`config.mk`:
```
export PLATFORM = sky130hd
export DESIGN_NAME = oam_dma_ctrl_flat
export DESIGN_NICKNAME = d
export VERILOG_FILES = /design/src/rtl/nes_pkg.sv /design/src/rtl/oam_dma_ctrl_if.sv /design/src/rtl/oam_dma_ctrl.sv /design/src/flat_wrapper.sv
export SDC_FILE = /design/constraint.sdc
export NUM_CORES = 1
export LEC_CHECK = 0
export CORE_UTILIZATION = 49
export CTS_CLUSTER_DIAMETER = 60
export DETAILED_ROUTE_END_ITERATION = 7
export GPL_ROUTABILITY_DRIVEN = 0
export PLACE_DENSITY = 0.91
export SLEW_MARGIN = 20
export SYNTH_ARGS = -nofsm -noshare
export SYNTH_HDL_FRONTEND = slang
export SYNTH_SLANG_ARGS = --single-unit
```
`constraint.sdc`:
```
create_clock -name cpu_clk -period 2.46 [get_ports cpu_clk]
set_input_delay 0.492 -clock cpu_clk [delete_from_list [all_inputs] [get_ports cpu_clk]]
set_output_delay 0.492 -clock cpu_clk [all_outputs]
set_load 0.03 [all_outputs]
```
`src/rtl/nes_pkg.sv`:
```
// Shared NES definitions used by the OAM DMA sequencer.
package nes_pkg;

    typedef enum logic [2:0] {
        IDLE,
        HALT,
        ALIGN,
        READ,
        WRITE
    } dma_state_t;

    localparam logic [15:0] NES_OAMDMA_ADDR = 16'h4014;

endpackage

```
`src/rtl/oam_dma_ctrl_if.sv`:
```
// CPU bus / OAM write port bundle between the system and the sprite DMA sequencer.
interface oam_dma_ctrl_if;

    logic [15:0] bus_addr;
    logic        bus_wr;
    logic [7:0]  bus_din;
    logic [7:0]  oam_addr_base;
    logic        dma_hijack;
    logic [15:0] dma_addr;
    logic        oam_we;
    logic [7:0]  oam_addr;
    logic [7:0]  oam_data;
    logic        dma_done;

    modport master (
        output bus_addr, bus_wr, bus_din, oam_addr_base,
        input  dma_hijack, dma_addr, oam_we, oam_addr, oam_data, dma_done
    );

    modport slave (
        input  bus_addr, bus_wr, bus_din, oam_addr_base,
        output dma_hijack, dma_addr, oam_we, oam_addr, oam_data, dma_done
    );

endinterface

```
`src/rtl/oam_dma_ctrl.sv`:
```
// $4014 sprite DMA: stalls the CPU and copies one 256-byte page into PPU OAM
// as alternating read/write cycles, with every read landing on an even (par==0) cycle.
module oam_dma_ctrl
    import nes_pkg::*;
#(
    parameter logic [15:0] DMA_REG_ADDR = NES_OAMDMA_ADDR,
    parameter int          XFER_LEN     = 256
) (
    input  logic           cpu_clk,
    input  logic           reset,
    oam_dma_ctrl_if.slave  cpu_bus
);

    localparam logic [7:0] LAST_IDX = 8'(XFER_LEN - 1);

    dma_state_t  r_state;
    logic        r_par;
    logic [7:0]  r_page;
    logic [7:0]  r_base;
    logic [7:0]  r_idx;
    logic        r_hijack;
    logic [15:0] r_dma_addr;
    logic        r_oam_we;
    logic [7:0]  r_oam_addr;
    logic [7:0]  r_oam_data;
    logic        r_dma_done;
    logic        w_trigger;

    assign w_trigger = (r_state == IDLE) && !cpu_bus.bus_wr &&
                       (cpu_bus.bus_addr == DMA_REG_ADDR);

    // Outputs are registered: each branch sets the values for the state being entered.
    always_ff @(posedge cpu_clk) begin
        if (reset) begin
            r_state    <= IDLE;
            r_par      <= 1'b0;
            r_page     <= 8'h00;
            r_base     <= 8'h00;
            r_idx      <= 8'h00;
            r_hijack   <= 1'b0;
            r_dma_addr <= 16'h0000;
            r_oam_we   <= 1'b0;
            r_oam_addr <= 8'h00;
            r_oam_data <= 8'h00;
            r_dma_done <= 1'b0;
        end else begin
            r_par      <= ~r_par;
            r_dma_done <= 1'b0;
            r_oam_we   <= 1'b0;
            r_oam_addr <= 8'h00;
            r_oam_data <= 8'h00;
            r_dma_addr <= 16'h0000;
            case (r_state)
                IDLE: begin
                    if (w_trigger) begin
                        r_page   <= cpu_bus.bus_din;
                        r_base   <= cpu_bus.oam_addr_base;
                        r_idx    <= 8'h00;
                        r_hijack <= 1'b1;
                        r_state  <= HALT;
                    end
                end
                HALT: begin
                    // An odd HALT cycle means the next cycle is even and can read directly.
                    if (r_par) begin
                        r_dma_addr <= {r_page, r_idx};
                        r_state    <= READ;
                    end else begin
                        r_state <= ALIGN;
                    end
                end
                ALIGN: begin
                    r_dma_addr <= {r_page, r_idx};
                    r_state    <= READ;
                end
                READ: begin
                    r_oam_we   <= 1'b1;
                    r_oam_addr <= r_base + r_idx;
                    r_oam_data <= cpu_bus.bus_din;
                    r_state    <= WRITE;
                end
                WRITE: begin
                    if (r_idx == LAST_IDX) begin
                        r_hijack   <= 1'b0;
                        r_dma_done <= 1'b1;
                        r_state    <= IDLE;
                    end else begin
                        r_idx      <= r_idx + 8'd1;
                        r_dma_addr <= {r_page, r_idx + 8'd1};
                        r_state    <= READ;
                    end
                end
                default: begin
                    r_hijack <= 1'b0;
                    r_state  <= IDLE;
                end
            endcase
        end
    end

    assign cpu_bus.dma_hijack = r_hijack;
    assign cpu_bus.dma_addr   = r_dma_addr;
    assign cpu_bus.oam_we     = r_oam_we;
    assign cpu_bus.oam_addr   = r_oam_addr;
    assign cpu_bus.oam_data   = r_oam_data;
    assign cpu_bus.dma_done   = r_dma_done;

endmodule

```
`src/flat_wrapper.sv`:
```
// flat-port wrapper written by rule: the top's interface ports become plain ports
module oam_dma_ctrl_flat import nes_pkg::*;
#(
    parameter logic [15:0] DMA_REG_ADDR = NES_OAMDMA_ADDR,
    parameter int          XFER_LEN     = 256
)
  (cpu_clk, reset, cpu_bus_bus_addr, cpu_bus_bus_wr, cpu_bus_bus_din, cpu_bus_oam_addr_base, cpu_bus_dma_hijack, cpu_bus_dma_addr, cpu_bus_oam_we, cpu_bus_oam_addr, cpu_bus_oam_data, cpu_bus_dma_done);
  oam_dma_ctrl_if cpu_bus_i ();
  input  logic cpu_clk;
  input  logic reset;
  input wire logic [$bits(cpu_bus_i.bus_addr)-1:0] cpu_bus_bus_addr;
  input wire logic [$bits(cpu_bus_i.bus_wr)-1:0] cpu_bus_bus_wr;
  input wire logic [$bits(cpu_bus_i.bus_din)-1:0] cpu_bus_bus_din;
  input wire logic [$bits(cpu_bus_i.oam_addr_base)-1:0] cpu_bus_oam_addr_base;
  output wire logic [$bits(cpu_bus_i.dma_hijack)-1:0] cpu_bus_dma_hijack;
  output wire logic [$bits(cpu_bus_i.dma_addr)-1:0] cpu_bus_dma_addr;
  output wire logic [$bits(cpu_bus_i.oam_we)-1:0] cpu_bus_oam_we;
  output wire logic [$bits(cpu_bus_i.oam_addr)-1:0] cpu_bus_oam_addr;
  output wire logic [$bits(cpu_bus_i.oam_data)-1:0] cpu_bus_oam_data;
  output wire logic [$bits(cpu_bus_i.dma_done)-1:0] cpu_bus_dma_done;
  assign cpu_bus_i.bus_addr = cpu_bus_bus_addr;
  assign cpu_bus_i.bus_wr = cpu_bus_bus_wr;
  assign cpu_bus_i.bus_din = cpu_bus_bus_din;
  assign cpu_bus_i.oam_addr_base = cpu_bus_oam_addr_base;
  assign cpu_bus_dma_hijack = cpu_bus_i.dma_hijack;
  assign cpu_bus_dma_addr = cpu_bus_i.dma_addr;
  assign cpu_bus_oam_we = cpu_bus_i.oam_we;
  assign cpu_bus_oam_addr = cpu_bus_i.oam_addr;
  assign cpu_bus_oam_data = cpu_bus_i.oam_data;
  assign cpu_bus_dma_done = cpu_bus_i.dma_done;
  oam_dma_ctrl #(.DMA_REG_ADDR(DMA_REG_ADDR), .XFER_LEN(XFER_LEN)) u_core (.cpu_clk(cpu_clk), .reset(reset), .cpu_bus(cpu_bus_i));
endmodule
```
; After elaboration in Yosys (flattened, before gate mapping)
; Index checks and enable logic that the tools add are counted.
; W data, S select, Z words.
[classes]
addsub = 2
eq_ne = 9
n_mux = 15
n_bitwise = 4
n_reduce_logical = 11
[op_table]
columns = cell, count
row1 = $pmux W16 S3, 1
row2 = $mux W16, 2
row3 = $eq A16 B15 Y1 const B, 1
row4 = $mux W8, 2
row5 = $pmux W8 S2, 1
row6 = $pmux W3 S5, 1
row7 = $add A8 B1 Y8 const B, 1
row8 = $add A8 B8 Y8, 1
row9 = $eq A8 B8 Y1 const B, 1
row10 = $eq A3 B2 Y1 const B, 2
row11 = $reduce_and A3 Y1, 2
row12 = $mux W1, 5
row13 = $ne A2 B1 Y1 const B, 2
row14 = $not A1 Y1, 4
row15 = $reduce_or A2 Y1, 2
row16 = $eq A3 B1 Y1 const B, 1
row17 = $eq A3 B3 Y1 const B, 1
row18 = $logic_not A3 Y1, 1
row19 = $mux W3, 1
row20 = $pmux W1 S3, 1
row21 = $reduce_or A3 Y1, 1
row22 = $logic_and A1 B1 Y1, 2
row23 = $mux W2, 1
row24 = $ne A2 B2 Y1 const B, 1
row25 = other kinds (3), 3
[totals]
regBits = 63
out_inout_bits = 35
word_cells = 52

; Longest topological paths before layout
; Gate-level depths: netlist of run 1.
[logic_depth]
depth_word = 5
mapped_depth = 7

; Worst setup path before layout of run 1
; Ideal clock, no wire load.
[synth_timing]
kind = in2reg
startpoint = input cpu_bus_bus_addr[13]
endpoint = register u_core.r_base[7]
arrival_ns = 1.606
required_ns = 2.344
setup_slack_ns = 0.738
cell_stages = 6
n_path_buf = 2
cell_sequence = nor4b_1 -> nand3_1 -> or2_1 -> buf_2 -> buf_6 -> a31o_2
[synth_between]
elab_chain_len = 3
[synth_rtl]
columns = element, line
row1 = "start, declared", flat_wrapper.sv:11  ; input wire logic [$bits(cpu_bus_i.bus_addr)-1:0] cpu_bus_bus_addr;
row2 = $eq A16 B15 Y1, oam_dma_ctrl.sv:30  ; (cpu_bus.bus_addr == DMA_REG_ADDR);
row3 = $logic_and A1 B1 Y1, oam_dma_ctrl.sv:29  ; assign w_trigger = (r_state == IDLE) && !cpu_bus.bus_wr &&
row4 = $reduce_and A2 Y1 (no source line), -
row5 = "end signal, assigned", oam_dma_ctrl.sv:57  ; r_base <= cpu_bus.oam_addr_base;
row6 = "end, declared", oam_dma_ctrl.sv:19  ; logic [7:0] r_base;
; Every way passes these cells.
; A chain may end at the register's enable or synchronous reset.

; Final worst setup path of run 1
[layout_timing]
startpoint = register u_core.r_idx[1]
endpoint = register u_core.r_dma_addr[15] (netlist: u_core.cpu_bus.dma_addr[15])
[layout_between]
elab_chain_len = 3
[layout_rtl]
columns = element, line
row1 = "start, declared", oam_dma_ctrl.sv:20  ; logic [7:0] r_idx;
row2 = "start signal, assigned", oam_dma_ctrl.sv:88  ; r_idx <= r_idx + 8'd1;
row3 = $eq A8 B8 Y1, oam_dma_ctrl.sv:83  ; if (r_idx == LAST_IDX) begin
row4 = $mux W16, oam_dma_ctrl.sv:83
row5 = $pmux W16 S3, oam_dma_ctrl.sv:53  ; case (r_state)
row6 = "end signal, assigned", oam_dma_ctrl.sv:66  ; r_dma_addr <= {r_page, r_idx};
row7 = "end signal, assigned", oam_dma_ctrl.sv:73  ; r_dma_addr <= {r_page, r_idx};
row8 = "end signal, assigned", oam_dma_ctrl.sv:89  ; r_dma_addr <= {r_page, r_idx + 8'd1};
row9 = "end, declared", oam_dma_ctrl.sv:22  ; logic [15:0] r_dma_addr;
; Every way passes these cells.

==> results of run 1 <==
flip-flops by register name, indices dropped and copies added, names as in the netlist, 3 cells and up:
name / cells
u_core.cpu_bus.dma_addr: 16
u_core.cpu_bus.oam_addr: 8
u_core.cpu_bus.oam_data: 8
u_core.r_base: 8
u_core.r_idx: 8
u_core.r_page: 8
u_core.r_state: 3
metal layers:
metal	vias to the layer above	wire (um)
met5	-	0
met4	0	199
met3	22	513
met2	112	3680
met1	1183	2890
li1	1172	-
power by group through the flow:
| stage | clock network, mW | logic [mW] | registers [mW] |
|---|---|---|---|
| 2_1_floorplan | 0 | 0.0200 | 1.04 |
| 3_3_place_gp | 0 | 0.0821 | 1.04 |
| 3_5_place_dp | 0 | 0.0840 | 1.04 |
| 4_1_cts | 1.05 | 0.0849 | 1.02 |
| 5_1_grt | 1.09 | 0.0901 | 1.02 |
| 6_report | 1.04 | 0.0854 | 1.02 |
final timing paths:
| path | endpoint | depth (start not counted) | from | slack, ns |
|---|---|---|---|---|
| setup reg to reg | u_core.cpu_bus.dma_addr[15]$_SDFF_PP0_ | 5 | u_core.r_idx[1]$_SDFFE_PP0P_ | 0.40 |
| setup / recovery | u_core.cpu_bus.dma_addr[15]$_SDFF_PP0_ | 5 | u_core.r_idx[1]$_SDFFE_PP0P_ | 0.40 |
| hold / removal | u_core.r_par$_SDFF_PP0_ | 1 | u_core.r_par$_SDFF_PP0_ | 0.46 |
| hold reg to reg | u_core.r_par$_SDFF_PP0_ | 1 | u_core.r_par$_SDFF_PP0_ | 0.46 |
critical path, delay by kind of cell, from the launching register on:
kind / cells / cell delay, ns
AO/OA/AOI/OAI: 2 / 0.62
flip-flops: 1 / 0.56
AND/OR/NAND/NOR: 2 / 0.39
adder cells (fa/ha/maj): 1 / 0.38
logic make-up (layout without fill, tap and decap cells):
group	count (synthesis)	count (layout)	share of synthesized area [%]
buf+inv	22	95	3.96
fa+ha+maj	9	9	4.37
simple gates	105	105	24.2
xor+xnor	5	5	1.59
compound gates	70	70	18.9
mux	3	3	1.09
flops	63	63	45.9
stage by stage:
step | power (mW) | hold WS, ns | cells | setup slack, ns | area (um2)
final | 2.15 | 0.457 | 420 | 0.403 | 3720
after floorplan | 1.06 | 0.393 | 277 | 0.738 | 2750
after detailed placement | 1.13 | 0.414 | 405 | 0.0628 | 3490
after global routing | 2.20 | 0.465 | 420 | 0.290 | 3720
after global placement | 1.13 | 0.403 | 405 | 0.170 | 3490
after CTS | 2.15 | 0.458 | 420 | 0.424 | 3720
cells in the mapped netlist, types with 3 or more instances:
master                     count
sky130_fd_sc_hd__nand3b_1      4
sky130_fd_sc_hd__dfxtp_1      63
sky130_fd_sc_hd__inv_1         4
sky130_fd_sc_hd__nor2_1       10
sky130_fd_sc_hd__nor3b_1       3
sky130_fd_sc_hd__o31ai_1       3
sky130_fd_sc_hd__a21o_1        3
sky130_fd_sc_hd__nor4b_1      20
sky130_fd_sc_hd__a21oi_1      12
sky130_fd_sc_hd__nand4_1       3
sky130_fd_sc_hd__buf_2         6
sky130_fd_sc_hd__nor3_1        3
sky130_fd_sc_hd__a31oi_1       4
sky130_fd_sc_hd__mux2i_1       3
sky130_fd_sc_hd__nand2_1      14
sky130_fd_sc_hd__and2_1       21
sky130_fd_sc_hd__clkbuf_1      9
sky130_fd_sc_hd__a31o_2       16
sky130_fd_sc_hd__o21ai_0      10
sky130_fd_sc_hd__xor2_1        3
sky130_fd_sc_hd__ha_1          8
sky130_fd_sc_hd__nand3_1      11
final cells by class:
cell class / instances / area share, %
timing repair buffer: 76 / 20.0
sequential: 63 / 33.9
tap: 70 / 2.36
inverter: 4 / 0.404
clock inverter: 3 / 1.75
clock buffer: 12 / 4.44
multi-input combinational: 192 / 37.1
==> results.py, run 1 <==
metrics = {
    "run_status": {
        "status": "completed",
    },
    "drt": {
        "post_drt_via_cell_ratio": 5.93,
        "drt_drc_violations_left": 0,
        "via_count": 2489,
        "drtAntennaViolNets": 0,
        "routedWlPerCell_um": 17.3,
        "routed_wire_length_mm": 7.29,
        "drt_first_pass_iters": 5,
        "drt_iter0_markers": 205,
    },
    "synthesis": {
        "synth.avg_cell_area_um2": 9.92,
        "ys_ff_latch": 63,
        "synth_top_flop_cell": "sky130_fd_sc_hd__dfxtp_1",
        "synthesis.instances": 277,
        "mapped_nets": 321,
        "synth.yosys.warnings": 0,
        "leading_cell_types_by_total_area_after_synthesis": "sky130_fd_sc_hd__dfxtp_1 46%, sky130_fd_sc_hd__nor4b_1 6.4%, sky130_fd_sc_hd__a31o_2 5.1%",
        "syn_area_mm2": 0.00275,
        "yosys.area.top_type": "sky130_fd_sc_hd__dfxtp_1",
        "asyncSetResetFlopFracSynth_pct": 0,
        "synth.lib_cells_used.distinct": 55,
        "seq_area_frac_synth_pct": 45.9,
        "yosysTopAreaCellShare_pct": 45.9,
        "synth_enable_flop_cells": 0,
    },
    "global_routing": {
        "top_usage_layer": "met2",
        "grt_pass1_vias": 2434,
        "global_route.usage.met1_pct": 30.1,
        "groute.usage.overall_pct": 26.2,
        "antenna_violations_before_repair": 0,
        "globalRouteMet2Util_pct": 44.2,
        "grt_first_pass_wirelength_mm": 12.0,
        "grt.overflow.total": 0,
        "grtUsageMet3_pct": 6.07,
        "grt_max_degree": 30,
    },
    "timing": {
        "report.final.hold_viol_count": 0,
        "finalSetupViolCount": 0,
        "max_clock_freq_mhz": 486,
        "rsz0062_at_grt": "false",
        "period_share_pct": 83.6,
        "timing.final.max_slew_violations": 0,
        "fin_tns_setup_ns": 0,
        "final.min_clock_period_ns": 2.06,
        "finClkSkew_ns": 0.00655,
        "worstMarginPinSlew_ns": 0.647,
        "relSlewSlack_pct": 56.9,
    },
    "power": {
        "power.share.combinational_pct": 4.0,
        "cellInternalPower_mw": 1.72,
        "power.clock.fraction_pct": 48.4,
        "share_seq_of_total_power_pct": 47.6,
        "power_leakage_nw": 1.42,
        "vdd_ir_drop_max_mv": 0.413,
        "netSwitchingFraction_pct": 19.6,
        "power.density_cell_area_mw_per_mm2": 577,
        "p_switching_mw": 0.421,
    },
    "final_layout": {
        "drive_gt1_share_pct": 13.7,
        "layout.cells.most_common": "sky130_fd_sc_hd__clkdlybuf4s50_1",
        "syn_to_final_growth_pct": 35.2,
        "finish.net_count": 390,
        "combined_area_of_the_multi_input_logic_cells_mm2": 0.00138,
        "layout.area.seq_mm2": 0.00126,
        "most-common-layout-cells": "69 x sky130_fd_sc_hd__clkdlybuf4s50_1, 63 x sky130_fd_sc_hd__dfxtp_1, 21 x sky130_fd_sc_hd__and2_1, 20 x sky130_fd_sc_hd__nor4b_1, 16 x sky130_fd_sc_hd__a31o_2",
        "antenna_cells_inserted": 0,
        "layout_utilization_pct": 70.5,
        "n_fill_cell": 379,
    },
    "floorplan": {
        "dieArea_mm2": 0.00591,
        "top_level_ports": 70,
        "die_height_um": 76.9,
        "core-area_mm2": 0.00527,
        "floorplan.initialDensity_pct": 52.2,
        "fp-row-count": 26,
        "fp.dieW_um": 76.9,
    },
    "run": {
        "max-cap-violations": 0,
    },
    "worst_setup_path": {
        "endpoint_kind": "register",
        "cp_cell_sequence": "ha_1 > nand4_1 > o21ai_2 > a221oi_4 > and2_1",
        "worst_ep_required_time_ns": 2.69,
        "worst_ep_arrival_time_ns": 2.29,
        "critPathLaunchType": "register",
        "max_stage_delay_ns": 0.56,
        "crit_slowest_cell": "sky130_fd_sc_hd__dfxtp_1",
        "critical_path_class": "register to register",
        "cp_max_fo": 9,
    },
    "clock_tree": {
        "cts.clk_slew.worst_paths_ns": 0.07,
        "cts_sinks": 63,
        "cts_root_buf": "sky130_fd_sc_hd__clkbuf_8",
        "cts_buffers": 9,
        "cts_max_level": 3,
        "post_cts.resized_instances": 0,
        "tritoncts": "done",
        "ctsLongestPathBuffers": 2,
        "cts_hold_bufs": 0,
        "worst_skew_pair.late_latency_ns": 0.34,
        "postCtsSetupBuffers": 0,
    },
    "placed_design": {
        "hpwl_dp_mm": 4.99,
        "numPortBuffers": 69,
    },
    "hold_path": {
        "min-delay-path-class": "register to register",
    },
}
(Power assumes the default switching activity.)
==> inputs of run 2 (changes only) <==
Clock period 2.46 ns to 2.1 ns, I/O delays scaled along.
==> results.py, run 2 (same netlist as run 1, synthesis figures left out) <==
metrics = {
    "run_status": {
        "status": "completed",
    },
    "timing": {
        "timing.final.max_slew_violations": 0,
        "report.final.hold_viol_count": 0,
        "final.min_clock_period_ns": 1.93,
        "worstMarginPinSlew_ns": 0.475,
        "rsz0062_at_grt": "false",
        "relSlewSlack_pct": 68.4,
        "finalSetupViolCount": 0,
        "post-route-worst-setup-slack_ns": 0.172,
        "finClkSkew_ns": 0.00998,
        "max_clock_freq_mhz": 519,
        "period_share_pct": 91.8,
    },
    "final_layout": {
        "combined_area_of_the_multi_input_logic_cells_mm2": 0.00138,
        "layout_utilization_pct": 71.4,
        "layout.cells.most_common": "sky130_fd_sc_hd__clkdlybuf4s50_1",
        "finish.net_count": 402,
        "antenna_cells_inserted": 0,
        "final_std_cells_w_o_fill": 433,
        "drive_gt1_share_pct": 16.8,
        "layout.area.seq_mm2": 0.00126,
        "most-common-layout-cells": "69 x sky130_fd_sc_hd__clkdlybuf4s50_1, 63 x sky130_fd_sc_hd__dfxtp_1, 21 x sky130_fd_sc_hd__and2_1, 20 x sky130_fd_sc_hd__nor4b_1, 19 x sky130_fd_sc_hd__buf_4",
        "largest_register_ffs": 16,
        "fin_area_mm2": 0.00376,
        "n_fill_cell": 391,
        "syn_to_final_growth_pct": 36.8,
    },
    "placed_design": {
        "detailed_place.area_mm2": 0.00358,
        "numPortBuffers": 69,
        "placed_cells": 417,
        "place_ws_ns": -0.185,
        "hpwl_dp_mm": 5.31,
    },
    "floorplan": {
        "top_level_ports": 70,
        "core-area_mm2": 0.00527,
        "fp.dieW_um": 76.9,
        "die_height_um": 76.9,
        "fp-row-count": 26,
        "dieArea_mm2": 0.00591,
        "floorplan.initialDensity_pct": 52.2,
    },
    "run": {
        "max-cap-violations": 0,
    },
    "clock_tree": {
        "cts_buffers": 9,
        "tritoncts": "done",
        "cts.clk_slew.worst_paths_ns": 0.07,
        "worst_skew_pair.late_latency_ns": 0.35,
        "cts_hold_bufs": 0,
        "cts_max_level": 3,
        "cts_root_buf": "sky130_fd_sc_hd__clkbuf_8",
        "cts_sinks": 63,
        "ctsLongestPathBuffers": 2,
    },
    "global_routing": {
        "grt.overflow.total": 0,
        "groute.usage.overall_pct": 26.3,
        "antenna_violations_before_repair": 0,
        "grt_first_pass_wirelength_mm": 12.1,
        "grt_pass1_vias": 2585,
        "grt_max_degree": 20,
    },
    "worst_setup_path": {
        "worst_ep_arrival_time_ns": 2.21,
        "critical_path_class": "register to register",
        "worst_ep_required_time_ns": 2.38,
        "cp_max_fo": 4,
        "endpoint_kind": "register",
        "critPathLaunchType": "register",
    },
    "drt": {
        "drt_first_pass_iters": 5,
        "via_count": 2584,
        "routedWlPerCell_um": 17.0,
        "post_drt_via_cell_ratio": 5.97,
        "drt_iter0_markers": 136,
        "drtAntennaViolNets": 0,
        "routed_wire_length_mm": 7.36,
        "drt_drc_violations_left": 0,
    },
    "power": {
        "power.density_cell_area_mw_per_mm2": 605,
        "power_leakage_nw": 1.46,
        "vdd_ir_drop_max_mv": 0.445,
    },
    "hold_path": {
        "min-delay-path-class": "register to register",
    },
}
run 2: worst paths after layout:
path	start	end	slack, ns	cells after the start
hold reg to reg	u_core.r_page[1]$_SDFFE_PP0P_	u_core.cpu_bus.dma_addr[9]$_SDFF_PP0_	0.47	1
setup / recovery	u_core.r_idx[1]$_SDFFE_PP0P_	u_core.cpu_bus.oam_addr[7]$_SDFF_PP0_	0.17	5
setup reg to reg	u_core.r_idx[1]$_SDFFE_PP0P_	u_core.cpu_bus.oam_addr[7]$_SDFF_PP0_	0.17	5
hold / removal	u_core.r_page[1]$_SDFFE_PP0P_	u_core.cpu_bus.dma_addr[9]$_SDFF_PP0_	0.47	1
run 2: through the flow:
stage | power (mW) | setup TNS (ns) | hold slack (ns)
after floorplan | 1.25 | 0 | 0.393
after global placement | 1.32 | -1.86 | 0.400
after detailed placement | 1.32 | -2.86 | 0.434
after CTS | 2.28 | 0 | 0.444
after global routing | 2.34 | 0 | 0.480
final | 2.27 | 0 | 0.467
run 2: layer usage:
metal | vias to the layer above | wire [um] | global-route usage, %
li1 | 1193 | - | -
met1 | 1231 | 2900 | 30.6
met2 | 134 | 3720 | 44.8
met3 | 26 | 540 | 5.48
met4 | 0 | 201 | 14.0
met5 | - | 0 | 0
run 2: area by class of cell:
| type | count | area share [%] |
|---|---|---|
| repair buffers | 88 | 22.2 |
| multi-input cells | 192 | 36.7 |
| clock buffers | 12 | 4.13 |
| flip-flops and latches | 63 | 33.5 |
| clock inverters | 4 | 0.798 |
| inverters | 4 | 0.399 |
| well taps | 70 | 2.33 |
run 2: timing repair:
item / CTS / global route
buffers inserted: 0 / 0
gates resized for setup: 0 / 1
endpoints found under the setup margin: 0 / 1
run 2: power breakdown:
part	internal, mW	total [mW]	switching, mW
combinational	0.0690	0.103	0.0337
clock	0.495	0.975	0.480
sequential	1.20	1.20	0.00111
run 2: worst max-delay path, cell delays in order (launching register included):
cell and delay (ns):
sky130_fd_sc_hd__dfxtp_1 0.46, sky130_fd_sc_hd__ha_1 0.30, sky130_fd_sc_hd__a211oi_1 0.28, sky130_fd_sc_hd__o21bai_1 0.19, sky130_fd_sc_hd__o41ai_1 0.41, sky130_fd_sc_hd__mux2i_1 0.23
